--- config.mk ---
export PLATFORM = sky130hd
export DESIGN_NAME = if_fetch_unit_flat
export DESIGN_NICKNAME = d
export VERILOG_FILES = /design/src/rtl/if_fetch_unit_pkg.sv /design/src/rtl/if_fetch_unit_if.sv /design/src/rtl/if_fetch_unit.sv /design/src/flat_wrapper.sv
export SDC_FILE = /design/constraint.sdc
export NUM_CORES = 1
export LEC_CHECK = 0
export ABC_AREA = 1
export BUFFER_PORTS_ARGS = -buffer_cell sky130_fd_sc_hd__buf_2
export CAP_MARGIN = 20
export CORE_MARGIN = 2
export CORE_UTILIZATION = 50
export DETAILED_ROUTE_END_ITERATION = 12
export PLACE_DENSITY = 0.76
export REMOVE_ABC_BUFFERS = 1
export SLEW_MARGIN = 20
export SYNTH_ARGS = -nofsm -noshare
export SYNTH_HDL_FRONTEND = slang
export SYNTH_SLANG_ARGS = --single-unit
--- constraint.sdc ---
create_clock -name clk -period 3.7 [get_ports clk]
set_clock_uncertainty 0.2 [all_clocks]
set_input_delay 0 -clock clk [delete_from_list [all_inputs] [get_ports clk]]
set_output_delay 0 -clock clk [all_outputs]
set_load 0.05 [all_outputs]
--- src/rtl/if_fetch_unit_pkg.sv ---
// Shared types and constants for the instruction-fetch stage.
// Holds the FSM state encoding, the reset PC, the NOP word and the PC step.
package if_pkg;

    typedef enum logic [1:0] {
        FETCH = 2'd0,
        HOLD  = 2'd1,
        DRAIN = 2'd2
    } fetch_state_t;

    localparam logic [31:0] RESET_PC_DEFAULT = 32'h0000_3000;
    localparam logic [31:0] NOP_WORD         = 32'h0000_0000;
    localparam logic [31:0] PC_STEP          = 32'd4;
    localparam logic [31:0] ALIGN_MASK       = 32'hFFFF_FFFC;

    // Word-align a fetch target by clearing bits [1:0].
    function automatic logic [31:0] align_pc(input logic [31:0] a);
        return a & ALIGN_MASK;
    endfunction

endpackage

--- src/rtl/if_fetch_unit_if.sv ---
// Instruction-memory request bus used by the fetch stage.
// Handshake: req/addr are held stable from assertion until the cycle ack=1; ack may coincide with the first req cycle.
interface if_fetch_unit_if;
    logic        imem_req;
    logic [31:0] imem_addr;
    logic        imem_ack;
    logic [31:0] imem_rdata;

    modport master (output imem_req, output imem_addr, input imem_ack, input imem_rdata);
    modport slave  (input imem_req, input imem_addr, output imem_ack, output imem_rdata);
endinterface

--- src/rtl/if_fetch_unit.sv ---
// Instruction-fetch stage: owns the PC, fetches over the imem bus and holds the word until IF/ID accepts it.
// Redirects always win; a request already on the bus is drained and its data dropped.
module if_fetch_unit
    import if_pkg::*;
#(
    parameter logic [31:0] RESET_PC = RESET_PC_DEFAULT,
    parameter logic [31:0] NOP      = NOP_WORD
) (
    input  logic                clk,
    input  logic                reset,
    if_fetch_unit_if.master     imem,
    input  logic                redirect,
    input  logic [31:0]         redirect_pc,
    input  logic                IF_ID_En,
    output logic                valid,
    output logic [31:0]         IR_Out,
    output logic [31:0]         PC_Out_Out,
    output fetch_state_t        state
);

    fetch_state_t state_q;
    logic [31:0]  pc_q;
    logic [31:0]  ir_q;
    logic [31:0]  tgt_q;
    logic         valid_q;

    // Request is a pure function of the state register, so it is glitch-free and stable until ack.
    assign imem.imem_req  = reset && (state_q != HOLD);
    assign imem.imem_addr = pc_q;

    assign valid      = reset && (state_q == HOLD) && valid_q && !redirect;
    assign IR_Out     = valid ? ir_q : NOP;
    assign PC_Out_Out = pc_q;
    assign state      = state_q;

    always_ff @(posedge clk or negedge reset) begin
        if (!reset) begin
            state_q <= FETCH;
            pc_q    <= RESET_PC;
            ir_q    <= '0;
            tgt_q   <= '0;
            valid_q <= 1'b0;
        end else begin
            case (state_q)
                FETCH: begin
                    if (imem.imem_ack) begin
                        if (redirect) begin
                            pc_q    <= align_pc(redirect_pc);
                            state_q <= FETCH;
                        end else begin
                            ir_q    <= imem.imem_rdata;
                            valid_q <= 1'b1;
                            state_q <= HOLD;
                        end
                    end else if (redirect) begin
                        tgt_q   <= align_pc(redirect_pc);
                        state_q <= DRAIN;
                    end
                end
                HOLD: begin
                    if (redirect) begin
                        valid_q <= 1'b0;
                        pc_q    <= align_pc(redirect_pc);
                        state_q <= FETCH;
                    end else if (IF_ID_En) begin
                        valid_q <= 1'b0;
                        pc_q    <= pc_q + PC_STEP;
                        state_q <= FETCH;
                    end
                end
                DRAIN: begin
                    if (redirect) begin
                        tgt_q <= align_pc(redirect_pc);
                    end
                    if (imem.imem_ack) begin
                        pc_q    <= redirect ? align_pc(redirect_pc) : tgt_q;
                        state_q <= FETCH;
                    end
                end
                default: begin
                    state_q <= FETCH;
                    valid_q <= 1'b0;
                end
            endcase
        end
    end

endmodule

--- src/flat_wrapper.sv ---
// flat-port wrapper written by rule: the top's interface ports become plain ports
module if_fetch_unit_flat import if_pkg::*;
#(
    parameter logic [31:0] RESET_PC = RESET_PC_DEFAULT,
    parameter logic [31:0] NOP      = NOP_WORD
)
  (clk, reset, redirect, redirect_pc, IF_ID_En, valid, IR_Out, PC_Out_Out, state, imem_imem_req, imem_imem_addr, imem_imem_ack, imem_imem_rdata);
  if_fetch_unit_if imem_i ();
  input  logic clk;
  input  logic reset;
  input  logic redirect;
  input  logic [31:0] redirect_pc;
  input  logic IF_ID_En;
  output logic valid;
  output logic [31:0] IR_Out;
  output logic [31:0] PC_Out_Out;
  output fetch_state_t state;
  output wire logic [$bits(imem_i.imem_req)-1:0] imem_imem_req;
  output wire logic [$bits(imem_i.imem_addr)-1:0] imem_imem_addr;
  input wire logic [$bits(imem_i.imem_ack)-1:0] imem_imem_ack;
  input wire logic [$bits(imem_i.imem_rdata)-1:0] imem_imem_rdata;
  assign imem_imem_req = imem_i.imem_req;
  assign imem_imem_addr = imem_i.imem_addr;
  assign imem_i.imem_ack = imem_imem_ack;
  assign imem_i.imem_rdata = imem_imem_rdata;
  if_fetch_unit #(.RESET_PC(RESET_PC), .NOP(NOP)) u_core (.clk(clk), .reset(reset), .imem(imem_i), .redirect(redirect), .redirect_pc(redirect_pc), .IF_ID_En(IF_ID_En), .valid(valid), .IR_Out(IR_Out), .PC_Out_Out(PC_Out_Out), .state(state));
endmodule
Word-level counts from Yosys, hierarchy flattened
Index checks and enable logic that the tools add are counted.
- divide/modulo/power cells: 0
- muxes and demuxes: 22
- shift-type cells: 0
- $mul: 0
- reduce and logical (&&, ||, !) cells: 13
- bitwise logic cells: 2
- eq/ne operators: 10
- $add $sub $neg: 1
- magnitude comparators: 0
- operator list (cell ; count):
    $mux 32 ; 8
    $pmux 32 s3 ; 1
    $pmux 32 s2 ; 1
    $add 32x3->32 const B ; 1
    $mux 2 ; 5
    $ne 2x2->1 const B ; 5
    $ne 3x3->1 const B ; 2
    $pmux 2 s3 ; 1
    $reduce_and 3->1 ; 2
    $mux 1 ; 5
    $reduce_and 5->1 ; 1
    $logic_and 1x1->1 ; 4
    $reduce_and 4->1 ; 1
    $pmux 1 s3 ; 1
    $reduce_bool 3->1 ; 1
    $eq 2x1->1 const B ; 1
    $eq 2x2->1 const B ; 1
    $logic_not 2->1 ; 1
    $ne 2x1->1 const B ; 1
    $not 1->1 ; 2
    $reduce_and 2->1 ; 1
    $reduce_bool 2->1 ; 1
    $logic_not 1->1 ; 1
- input port bits: 69
- register bits after elaboration: 99
- memory bits (read-only): 0
- logic and storage cells: 53
- memories kept: 0
- memory bits (writable): 0
- bits in latches: 0

Logic depth before layout (Yosys ltp)
Gate-level depths: netlist (run 1).
- depth in word-level cells: 5
- depth in mapped cells: 14

Least setup slack after synthesis (run 1)
Ideal clock, no wire load.
- path kind: register to output
- start: reg u_core.state_q[0] (netlist: u_core.state[0])
- end: out IR_Out[10]
- slack: 0.468 ns
- data required time: 3.500 ns
- arrival: 3.032 ns
- cell stages (with the launch flop): 10
- cell sequence: dfrtp_1 -> ha_1 -> buf_6 -> inv_4 -> nor2_4 -> inv_4 -> nor3_2 -> inv_1 -> clkbuf_1 -> nor2_1
- cells in the longest elaborated chain, start to end: 5
- ends and longest elaborated chain (item ; line ; source):
    from (decl) ; if_fetch_unit.sv:21 ; fetch_state_t state_q;
    from (signal assigned) ; if_fetch_unit.sv:38 ; state_q <= FETCH;
    from (signal assigned) ; if_fetch_unit.sv:49 ; state_q <= FETCH;
    from (signal assigned) ; if_fetch_unit.sv:53 ; state_q <= HOLD;
    $eq 2x1->1 ; if_fetch_unit.sv:31 ; assign valid = reset && (state_q == HOLD) && valid_q && !redirect;
    $logic_and 1x1->1 (3 in series) ; if_fetch_unit.sv:31 ;
    named net valid ; flat_wrapper.sv:14 ; output logic valid;
    $mux 32 ; if_fetch_unit.sv:32 ; assign IR_Out = valid ? ir_q : NOP;
    to (decl) ; flat_wrapper.sv:15 ; output logic [31:0] IR_Out;
The timed path passes the listed nets, and every way through them passes these cells.

Final worst setup path (run 1)
- start: reg u_core.state_q[1] (netlist: u_core.state[1])
- end: out IR_Out[12]
- cells in the longest elaborated chain, start to end: 5
- ends and longest elaborated chain (item ; line):
    $eq 2x1->1 ; if_fetch_unit.sv:31
    $logic_and 1x1->1 (3 in series) ; if_fetch_unit.sv:31
    $mux 32 ; if_fetch_unit.sv:32
Every way passes these cells.

==> results.ini, run 1 <==
[timing]
rsz0062_at_grt = false
fin_crit_sh_pct = 75.1
hold_ws_ns = 0.0275
period_needed_ns = 2.78
finalSetupTns_ns = 0
timing_hold_violations_final = 0
setup_viol = 0
tightest_slew_ns = 0.948
max_freq_mhz = 360
relSlewSlack_pct = 36.8
slew_violations = 0

[setup_path]
cp.arrival_ns = 2.58
criticalPathCategory = flop to primary output
cp_max_fo = 32
worst-r2r-cell-count = 6
max_stage_delay_ns = 0.43
start_kind = flop
cp.required_ns = 3.50
crit_slowest_cell = inv_1
endpoint_kind = primary output
path_cells = inv_1 > ha_1 > inv_4 > nor2_4 > inv_4 > nor3_2 > inv_1 > nor2_1 > buf_2

[synth]
ys.flop_type = dfrtp_1
synth_area_leaders = dfrtp_1 38%, nand2_1 17%, nor2_1 7.6%, o21ai_0 6.3%, inv_1 5.4%
yosysSeqAreaShare_pct = 39.0
async_flop_share_pct = 100
synth_cell_types = 38
ys_ff_latch = 99
synth.avg_cell_area_sq_um = 6.77
netlist_area_sq_um = 6360
synth_edf_count = 0
yosys.area.top_type_share_pct = 38.2
yosysWarnings = 0
yosys.area.top_type = dfrtp_1
syn_inst = 939

[cts]
cts-root-buf = clkbuf_16
cts_resized = 0
htreeDepth = 3
post_cts_buffers = 0
cts_tree = yes
cts_buffer_depth = 2
cts_sinks = 99
cts_buffers = 9
clk_pin_slew_ns = 0.07
clk_latency_ns = 0.36

[global_route]
grt-ovfl-total = 0
grt_pass1_vias = 5983
grt_util_all_layers_pct = 26.6
antenna_found_initial = 0
grt_max_degree = 61
grt_pass1_wl_um = 28500

[cells_and_area]
antenna_cells = 0
multi_input_area_sq_um = 3040
fin_util_pct = 63.5
seq_area_sq_um = 2480
areaGrowthSynthToFinish_pct = 25.0
final_common_cell = nand2_1
nNetsFinal = 1189
final_cell_mix = 295 x nand2_1, 165 x buf_2, 129 x nor2_1
fill_cells = 1112
drive_gt1_share_pct = 20.3
fin_cells = 1292

[drt]
remaining_drc_errors = 0
vias_per_cell = 5.05
ant_nets = 0
firstDrtPassIters = 5
routed_wl_um = 17500
routedWlPerCell_um = 13.5
num_vias = 6522
drt_iter0_markers = 587

[power_and_ir_drop]
pwr_density_cell_nw_per_um2 = 871
peakVddDrop_mv = 0.597
p_leak_nw = 4.19

[die]
core_region_area_sq_um = 12500
die_w_um = 117
start_util_pct = 50.8
num_io_pins = 169
die_area_sq_um = 13600
rows = 41
chipHeight_um = 117

[placed_design]
io_buffers = 166
hpwl_um = 11000
gp_congestion = 0.871
dpl.cell_count = 1211

[run_status]
status = completed

[min_path]
hold_depth = 2
hp-class = primary input to flop

[job]
drv_cap = 0

## per-stage QoR
stage               setup slack (ns)  power, mW  cell area, sq um
finish                         0.923       6.92              7940
detailed placement              1.27       5.93              7020
floorplan                     -0.406       4.90              5880
global placement                1.25       5.85              7020
CTS                            0.971       6.90              7940
global route                   0.697       7.47              7940
## final timing paths
| check | start | to | slack [ns] |
|---|---|---|---|
| worst max-delay path | u_core.state[1] | IR_Out[12] | 0.92 |
| worst min-delay path | redirect | u_core.tgt_q[0] | 0.03 |
| worst max register to register | u_core.state[0] | u_core.PC_Out_Out[9] | 1.19 |
| worst min register to register | u_core.ir_q[5] | u_core.ir_q[5] | 0.31 |
| max in group asynchronous | reset | u_core.PC_Out_Out[30] | 2.04 |
| min in group asynchronous | reset | u_core.PC_Out_Out[8] | 0.11 |
## registers in the layout, indices dropped and copies added, names as in the netlist
| name | cells |
|---|---|
| u_core.PC_Out_Out | 32 |
| u_core.ir_q | 32 |
| u_core.tgt_q | 32 |
| u_core.state | 2 |
| u_core.valid_q | 1 |
## worst max-delay path, delay by kind of cell (launching register included)
family | cells | cell delay, ns
buffers and inverters | 5 | 0.98
and+or+nand+nor | 3 | 0.61
DFF | 1 | 0.40
adders and majority gates | 1 | 0.22
## synthesized netlist by cell type (4+ instances only)
library cell and instances:
a21boi_0 4, nor2_4 8, nor2_1 129, nand2_1 296, o21ai_1 7, buf_4 36
o21ai_0 80, nand3_1 19, buf_2 13, nor2_2 14, nand3b_1 4, a21oi_1 66
dfrtp_1 97, buf_1 5, clkbuf_1 17, o21bai_1 4, xor2_1 6, inv_1 92
ha_1 5, buf_6 4
## layer usage
metal  part of all wire [%]  vias to the layer above  track usage (%)
li1                       -                     3236                -
met1                     43                     2970             35.2
met2                     47                      284             43.8
met3                    7.3                       32             4.36
met4                    2.3                        0             10.3
met5                      0                        -                0
## area by class of cell
cell class	count	share of cell area, %
multi-input combinational	665	38.2
sequential	99	31.2
timing repair buffer	241	19.6
inverter	99	4.74
clock buffer	14	3.32
tap	172	2.71
clock inverter	2	0.158
## cells by family after synthesis
| logic type | Yosys count | synth area share [%] |
|---|---|---|
| compound gates | 171 | 14.2 |
| xor+xnor | 8 | 1.10 |
| fa+ha+maj | 5 | 0.984 |
| buf+inv | 175 | 13.4 |
| flops | 99 | 39.0 |
| simple gates | 481 | 31.2 |
## report_power, final
part,switching [mW],internal [mW]
logic,2.96,1.04
registers,0.408,1.60
clock network,0.411,0.493
total,3.78,3.14
## repair_timing
item,4_1_cts,5_1_grt
endpoints found under the hold margin,142,0
hold buffers,65,0
endpoints found under the setup margin,0,0
Power figures use the tool's default switching activity.
==> inputs of run 2 (changes only) <==
--- a/config.mk
+++ b/config.mk
@@ -9,9 +9,9 @@
 export BUFFER_PORTS_ARGS = -buffer_cell sky130_fd_sc_hd__buf_2
 export CAP_MARGIN = 20
 export CORE_MARGIN = 2
-export CORE_UTILIZATION = 50
+export CORE_UTILIZATION = 49
 export DETAILED_ROUTE_END_ITERATION = 12
-export PLACE_DENSITY = 0.76
+export PLACE_DENSITY = 0.78
 export REMOVE_ABC_BUFFERS = 1
 export SLEW_MARGIN = 20
 export SYNTH_ARGS = -nofsm -noshare
==> constraint.sdc (replaced) <==
create_clock -name clk -period 2.25 [get_ports clk]
set_clock_uncertainty 0.2 [all_clocks]
set_input_delay 0 -clock clk [delete_from_list [all_inputs] [get_ports clk]]
set_output_delay 0 -clock clk [all_outputs]
set_load 0.05 [all_outputs]
==> run 2 against run 1 <==
  * First-iteration DRC count decreased by 31%
  * Die area increased by 2.0%
  * Core utilization increased by 3.0 points
  * Critical path type is now flop to flop
  * Largest cell class unchanged
==> results.ini, run 2 (same netlist as run 1, synthesis figures left out) <==
[drt]
drt_iter0_markers = 407  ; -31%
firstDrtPassIters = 5  ; unchanged
remaining_drc_errors = 0  ; unchanged
vias_per_cell = 5.06  ; +0.28%
routed_wl_um = 18200  ; +4.2%
ant_nets = 0  ; unchanged
routedWlPerCell_um = 14.0  ; +3.0%
num_vias = 6616  ; +1.4%

[timing]
max_freq_mhz = 458
timing_hold_violations_final = 0  ; unchanged
setup_viol = 0  ; unchanged
fin_crit_sh_pct = 97.1
relSlewSlack_pct = 63.6  ; +27 points
slew_violations = 0  ; unchanged
period_needed_ns = 2.18
setup_ws_ns = 0.0652  ; -0.858 ns
rsz0062_at_grt = true
tightest_slew_ns = 0.547  ; -0.401 ns

[setup_path]
worst-r2r-cell-count = 10  ; +4
endpoint_kind = flop
start_kind = flop
criticalPathCategory = flop to flop
cp.required_ns = 2.27  ; -1.23 ns
cp.arrival_ns = 2.21  ; -0.37 ns
cp_max_fo = 41  ; +28%

[cells_and_area]
final_common_cell = nand2_1
multi_input_area_sq_um = 3100  ; +2.1%
seq_area_sq_um = 2480  ; unchanged
antenna_cells = 0  ; unchanged
fin_util_pct = 66.5  ; +3.0 points
design_area_sq_um = 8390  ; +5.6%
fin_cells = 1307  ; +1.2%
drive_gt1_share_pct = 23.3  ; +3.1 points
nNetsFinal = 1204  ; +1.3%
areaGrowthSynthToFinish_pct = 31.9
final_cell_mix = 295 x nand2_1, 133 x buf_2, 109 x nor2_1
fill_cells = 1049  ; -5.7%

[cts]
cts_buffers = 9  ; unchanged
clk_pin_slew_ns = 0.08  ; about the same
cts_tree = yes
htreeDepth = 3  ; unchanged
cts-root-buf = clkbuf_16
cts_buffer_depth = 2  ; unchanged
cts_sinks = 99  ; unchanged
clk_latency_ns = 0.35  ; about the same

[global_route]
grt-ovfl-total = 0  ; unchanged
grt_pass1_wl_um = 30400  ; +6.6%
grt_pass1_vias = 6400  ; +7.0%
grt_util_all_layers_pct = 26.4  ; -0.14 points
antenna_found_initial = 0  ; unchanged
grt_max_degree = 100  ; +64%

[die]
die_area_sq_um = 13900  ; +2.0%
chipHeight_um = 118  ; +0.98%
num_io_pins = 169  ; unchanged
rows = 41  ; unchanged
core_region_area_sq_um = 12600  ; +0.82%
start_util_pct = 50.4  ; -0.41 points
die_w_um = 118  ; +0.98%

[power_and_ir_drop]
peakVddDrop_mv = 0.856  ; +43%
power.total_mw = 11.6  ; +68%
pwr_density_cell_nw_per_um2 = 1390  ; +59%
p_leak_nw = 4.31  ; +2.9%

[placed_design]
place_area_sq_um = 7190  ; +2.5%
hpwl_um = 11300  ; +2.7%
io_buffers = 166  ; unchanged
place_ws_ns = 0.133  ; -1.13 ns
gp_congestion = 0.894  ; +2.7%
dpl.cell_count = 1224  ; +1.1%

[min_path]
hp-class = primary input to asynchronous set/reset pin

[run_status]
status = completed

[job]
drv_cap = 0  ; unchanged

==> run 2: cell type report <==
type                            instances  area share [%]
Tap cell                              172            2.57
Sequential cell                        99            29.6
Clock buffer                           10            2.73
Clock inverter                          6           0.388
Multi-Input combinational cell        665            37.0
Inverter                               99            4.49
Timing Repair Buffer                  256            23.3
==> run 2: stage by stage <==
stage                     hold slack [ns]  setup TNS [ns]
after global routing                0.173         -0.0833
after global placement            -0.0427               0
final                               0.118               0
after floorplan                    -0.496         -146.57
after detailed placement          -0.0455               0
after CTS                           0.135         -0.0495
==> run 2: worst max-delay path, stage by stage, from the launching register on <==
cell	delay, ns
dfrtp_1	0.44
inv_1	0.10
ha_1	0.26
inv_1	0.10
nor2_1	0.23
nor2_1	0.11
nand2_4	0.15
buf_12	0.24
a21oi_1	0.05
o21ai_0	0.06
o21ai_0	0.09
==> run 2: per-layer routing <==
| metal | wire length [um] | GRT usage (%) | vias up |
|---|---|---|---|
| li1 | - | - | 3275 |
| met1 | 7790 | 33.1 | 3035 |
| met2 | 8900 | 45.6 | 277 |
| met3 | 1160 | 4.51 | 29 |
| met4 | 389 | 9.86 | 0 |
| met5 | 0 | 0 | - |
==> run 2: timing repair <==
item | in CTS | in global routing
endpoints found under the setup margin | 32 | 47
hold endpoints to repair | 196 | 0
hold buffers | 66 | 0
resized for setup | 50 | 39
setup buffers | 0 | 1
==> run 2: final timing paths <==
check	endpoint	slack [ns]	from
max	u_core.PC_Out_Out[8]	0.07	u_core.state[0]
min	u_core.PC_Out_Out[9]	0.12	reset
max reg2reg	u_core.PC_Out_Out[8]	0.07	u_core.state[0]
min reg2reg	u_core.PC_Out_Out[13]	0.32	u_core.PC_Out_Out[13]
max in group asynchronous	u_core.ir_q[20]	1.32	reset
min in group clk	u_core.ir_q[18]	0.25	imem_imem_rdata[18]
==> run 2: report_power, final <==
| part | internal (mW) | leakage, nW | switching [mW] |
|---|---|---|---|
| registers | 2.63 | 1.18 | 0.664 |
| logic | 1.92 | 2.99 | 4.98 |
| clock network | 0.742 | 0.132 | 0.703 |
==> inputs of run 3 (changes only) <==
==> constraint.sdc (replaced) <==
create_clock -name clk -period 2.25 [get_ports clk]
set_clock_uncertainty 0.2 [all_clocks]
set_input_delay 0.225 -clock clk [delete_from_list [all_inputs] [get_ports clk]]
set_output_delay 0.225 -clock clk [all_outputs]
set_load 0.05 [all_outputs]
==> run 3 against run 2 <==
  * Critical endpoint is now IR_Out[11]
  * First-iteration DRC count rose by 27%
  * Cell area rose by 0.16%
  * Sequential cell count did not move
  * The flow now finishes with violations (setup timing)
  * Routed wire length rose by 6.1%
  * Largest cell class unchanged
  * Setup slack got worse by 0.19 ns
  * Sequential power barely moved
  * Cell count fell by 1.2%
==> results.ini, run 3 (same netlist as run 1, synthesis figures left out) <==
[placed_design]
gp_congestion = 0.879  ; -1.7%
place_ws_ns = 0.143  ; +0.00964 ns
io_buffers = 166  ; unchanged
place_area_sq_um = 7170  ; -0.28%
hpwl_um = 11100  ; -1.9%

[min_path]
worstHoldEndpoint = u_core.PC_Out_Out[15]
min-delay-start = redirect_pc[15]
hp-class = primary input to flop
hold_depth = 3

[power_and_ir_drop]
pwr_density_cell_nw_per_um2 = 1420  ; +2.5%
p_leak_nw = 4.27  ; -0.74%
peakVddDrop_mv = 0.749  ; -12%
power.total_mw = 12.0  ; +2.7%

[cells_and_area]
seq_area_sq_um = 2480  ; about the same
areaGrowthSynthToFinish_pct = 32.2
fin_util_pct = 66.6  ; +0.11 points
final_cell_mix = 295 x nand2_1, 133 x buf_2, 105 x nor2_1
fill_cells = 1053  ; +0.38%
final_common_cell = nand2_1
antenna_cells = 0  ; unchanged
nNetsFinal = 1188  ; -1.3%
design_area_sq_um = 8400  ; +0.16%
multi_input_area_sq_um = 3200  ; +3.2%
drive_gt1_share_pct = 24.7  ; +1.3 points

[drt]
remaining_drc_errors = 0  ; unchanged
num_vias = 6635  ; +0.29%
firstDrtPassIters = 6  ; +1
routedWlPerCell_um = 15.0  ; +7.4%
routed_wl_um = 19300  ; +6.1%
vias_per_cell = 5.14  ; +1.5%
ant_nets = 0  ; unchanged
drt_iter0_markers = 517  ; +27%

[timing]
setup_viol = 32  ; +32
max_freq_mhz = 421  ; -8.0%
timing_hold_violations_final = 0  ; unchanged
rsz0062_at_grt = true
period_needed_ns = 2.38  ; +0.191 ns
setup_ws_ns = -0.125  ; -0.191 ns
slew_violations = 0  ; unchanged
tightest_slew_ns = 0.549  ; +0.00272 ns
relSlewSlack_pct = 63.4  ; -0.18 points
fin_crit_sh_pct = 106  ; +8.5 points
hold_ws_ns = 0.00530  ; -0.113 ns

[setup_path]
max_stage_delay_ns = 0.39  ; -0.05 ns
start_kind = flop
path_cells = inv_2 > ha_4 > inv_6 > nor2_4 > inv_4 > nor3_4 > inv_4 > buf_12 > nor2_1 > buf_6
crit_slowest_cell = dfrtp_1
r2r_slack_ns = 0.08  ; about the same
endpoint_kind = primary output
reg2reg_from = u_core.state[1]
path_common_cell = inv_4
criticalPathCategory = flop to primary output
cp.required_ns = 1.82  ; -0.45 ns
crit_family = buffers and inverters
r2r_end = u_core.ir_q[27]
cp.arrival_ns = 1.95  ; -0.26 ns
timing.critical_path.buf_inv = 6  ; +3
cp_max_fo = 16  ; -61%
worst-r2r-cell-count = 9  ; -1

[global_route]
grt_pass1_vias = 6196  ; -3.2%
grt_max_degree = 100  ; unchanged
grt_util_all_layers_pct = 26.2  ; -0.21 points
grt_pass1_wl_um = 29800  ; -1.9%
grt-ovfl-total = 0  ; unchanged
antenna_found_initial = 0  ; unchanged

[die]
rows = 41  ; unchanged
die_w_um = 118  ; unchanged
num_io_pins = 169  ; unchanged
start_util_pct = 50.4  ; unchanged
core_region_area_sq_um = 12600  ; unchanged
die_area_sq_um = 13900  ; unchanged
chipHeight_um = 118  ; unchanged

[cts]
cts_buffers = 9  ; unchanged
cts_sinks = 99  ; unchanged
htreeDepth = 3  ; unchanged
clk_pin_slew_ns = 0.07  ; about the same
cts_buffer_depth = 2  ; unchanged
cts_tree = yes
cts-root-buf = clkbuf_16
clk_latency_ns = 0.36  ; about the same

[job]
drv_cap = 0  ; unchanged

[run_status]
violations = setup timing
status = complete, but fails checks

run 3: cell count changes in the layout (fill, tap and decap cells not counted), sizes merged:
cell / before / now
dlygate4sd3: 66 / 44
bufinv: 0 / 1
buf: 190 / 195
clkinv: 7 / 4
clkbuf: 10 / 13
run 3: where the power goes:
group	internal (mW)	switching, mW	total (mW)
Combinational	1.93	5.09	7.02
Sequential	2.64	0.693	3.33
Clock	0.895	0.717	1.61
run 3: repair_timing:
action | 4_1_cts | 5_1_grt
pin swaps | 0 | 1
endpoints found under the setup margin | 32 | 42
endpoints found under the hold margin | 140 | 0
setup buffers | 0 | 6
hold buffers | 44 | 0
gates cloned | 0 | 2
gates resized for setup | 78 | 46
run 3: how the worst max path moves through the flow:
stage	slack, ns	cells after the start	from	end
3_3_place_gp	0.19	10	u_core.state[1]	IR_Out[13]
4_1_cts	-0.05	10	u_core.state[1]	IR_Out[5]
5_1_grt	-0.21	10	u_core.state[1]	IR_Out[11]
3_5_place_dp	0.14	10	u_core.state[1]	IR_Out[9]
6_report	-0.13	10	u_core.state[1]	IR_Out[11]
2_1_floorplan	-1.86	7	u_core.state[0]	IR_Out[0]
run 3: area by class of cell:
class | count | area share (%)
inverter | 99 | 4.54
sequential | 99 | 29.5
tap | 172 | 2.56
clock buffer | 12 | 2.93
multi-input combinational | 665 | 38.1
timing repair buffer | 240 | 21.7
clock inverter | 4 | 0.611
run 3: tightest hold or removal path: cells and delay by family:
kind / cells / cell delay (ns)
buffers and inverters: 1 / 0.10
AOI/OAI and AO/OA: 2 / 0.19
run 3: layer usage:
layer / GRT usage, % / wire length, um / share of wire (%) / up-vias
met5: 0 / 0 / 0 / -
met4: 9.71 / 487 / 2.5 / 0
met3: 5.72 / 1340 / 6.9 / 45
met2: 44.3 / 9630 / 50 / 297
met1: 32.9 / 7880 / 41 / 3050
li1: - / - / - / 3243
run 3: per-stage QoR:
stage                     std cells  TNS, ns
after global routing           1291    -5.35
after detailed placement       1223        0
after global placement         1223        0
after floorplan                 863  -154.16
final                          1291    -2.23
after CTS                      1283    -1.22
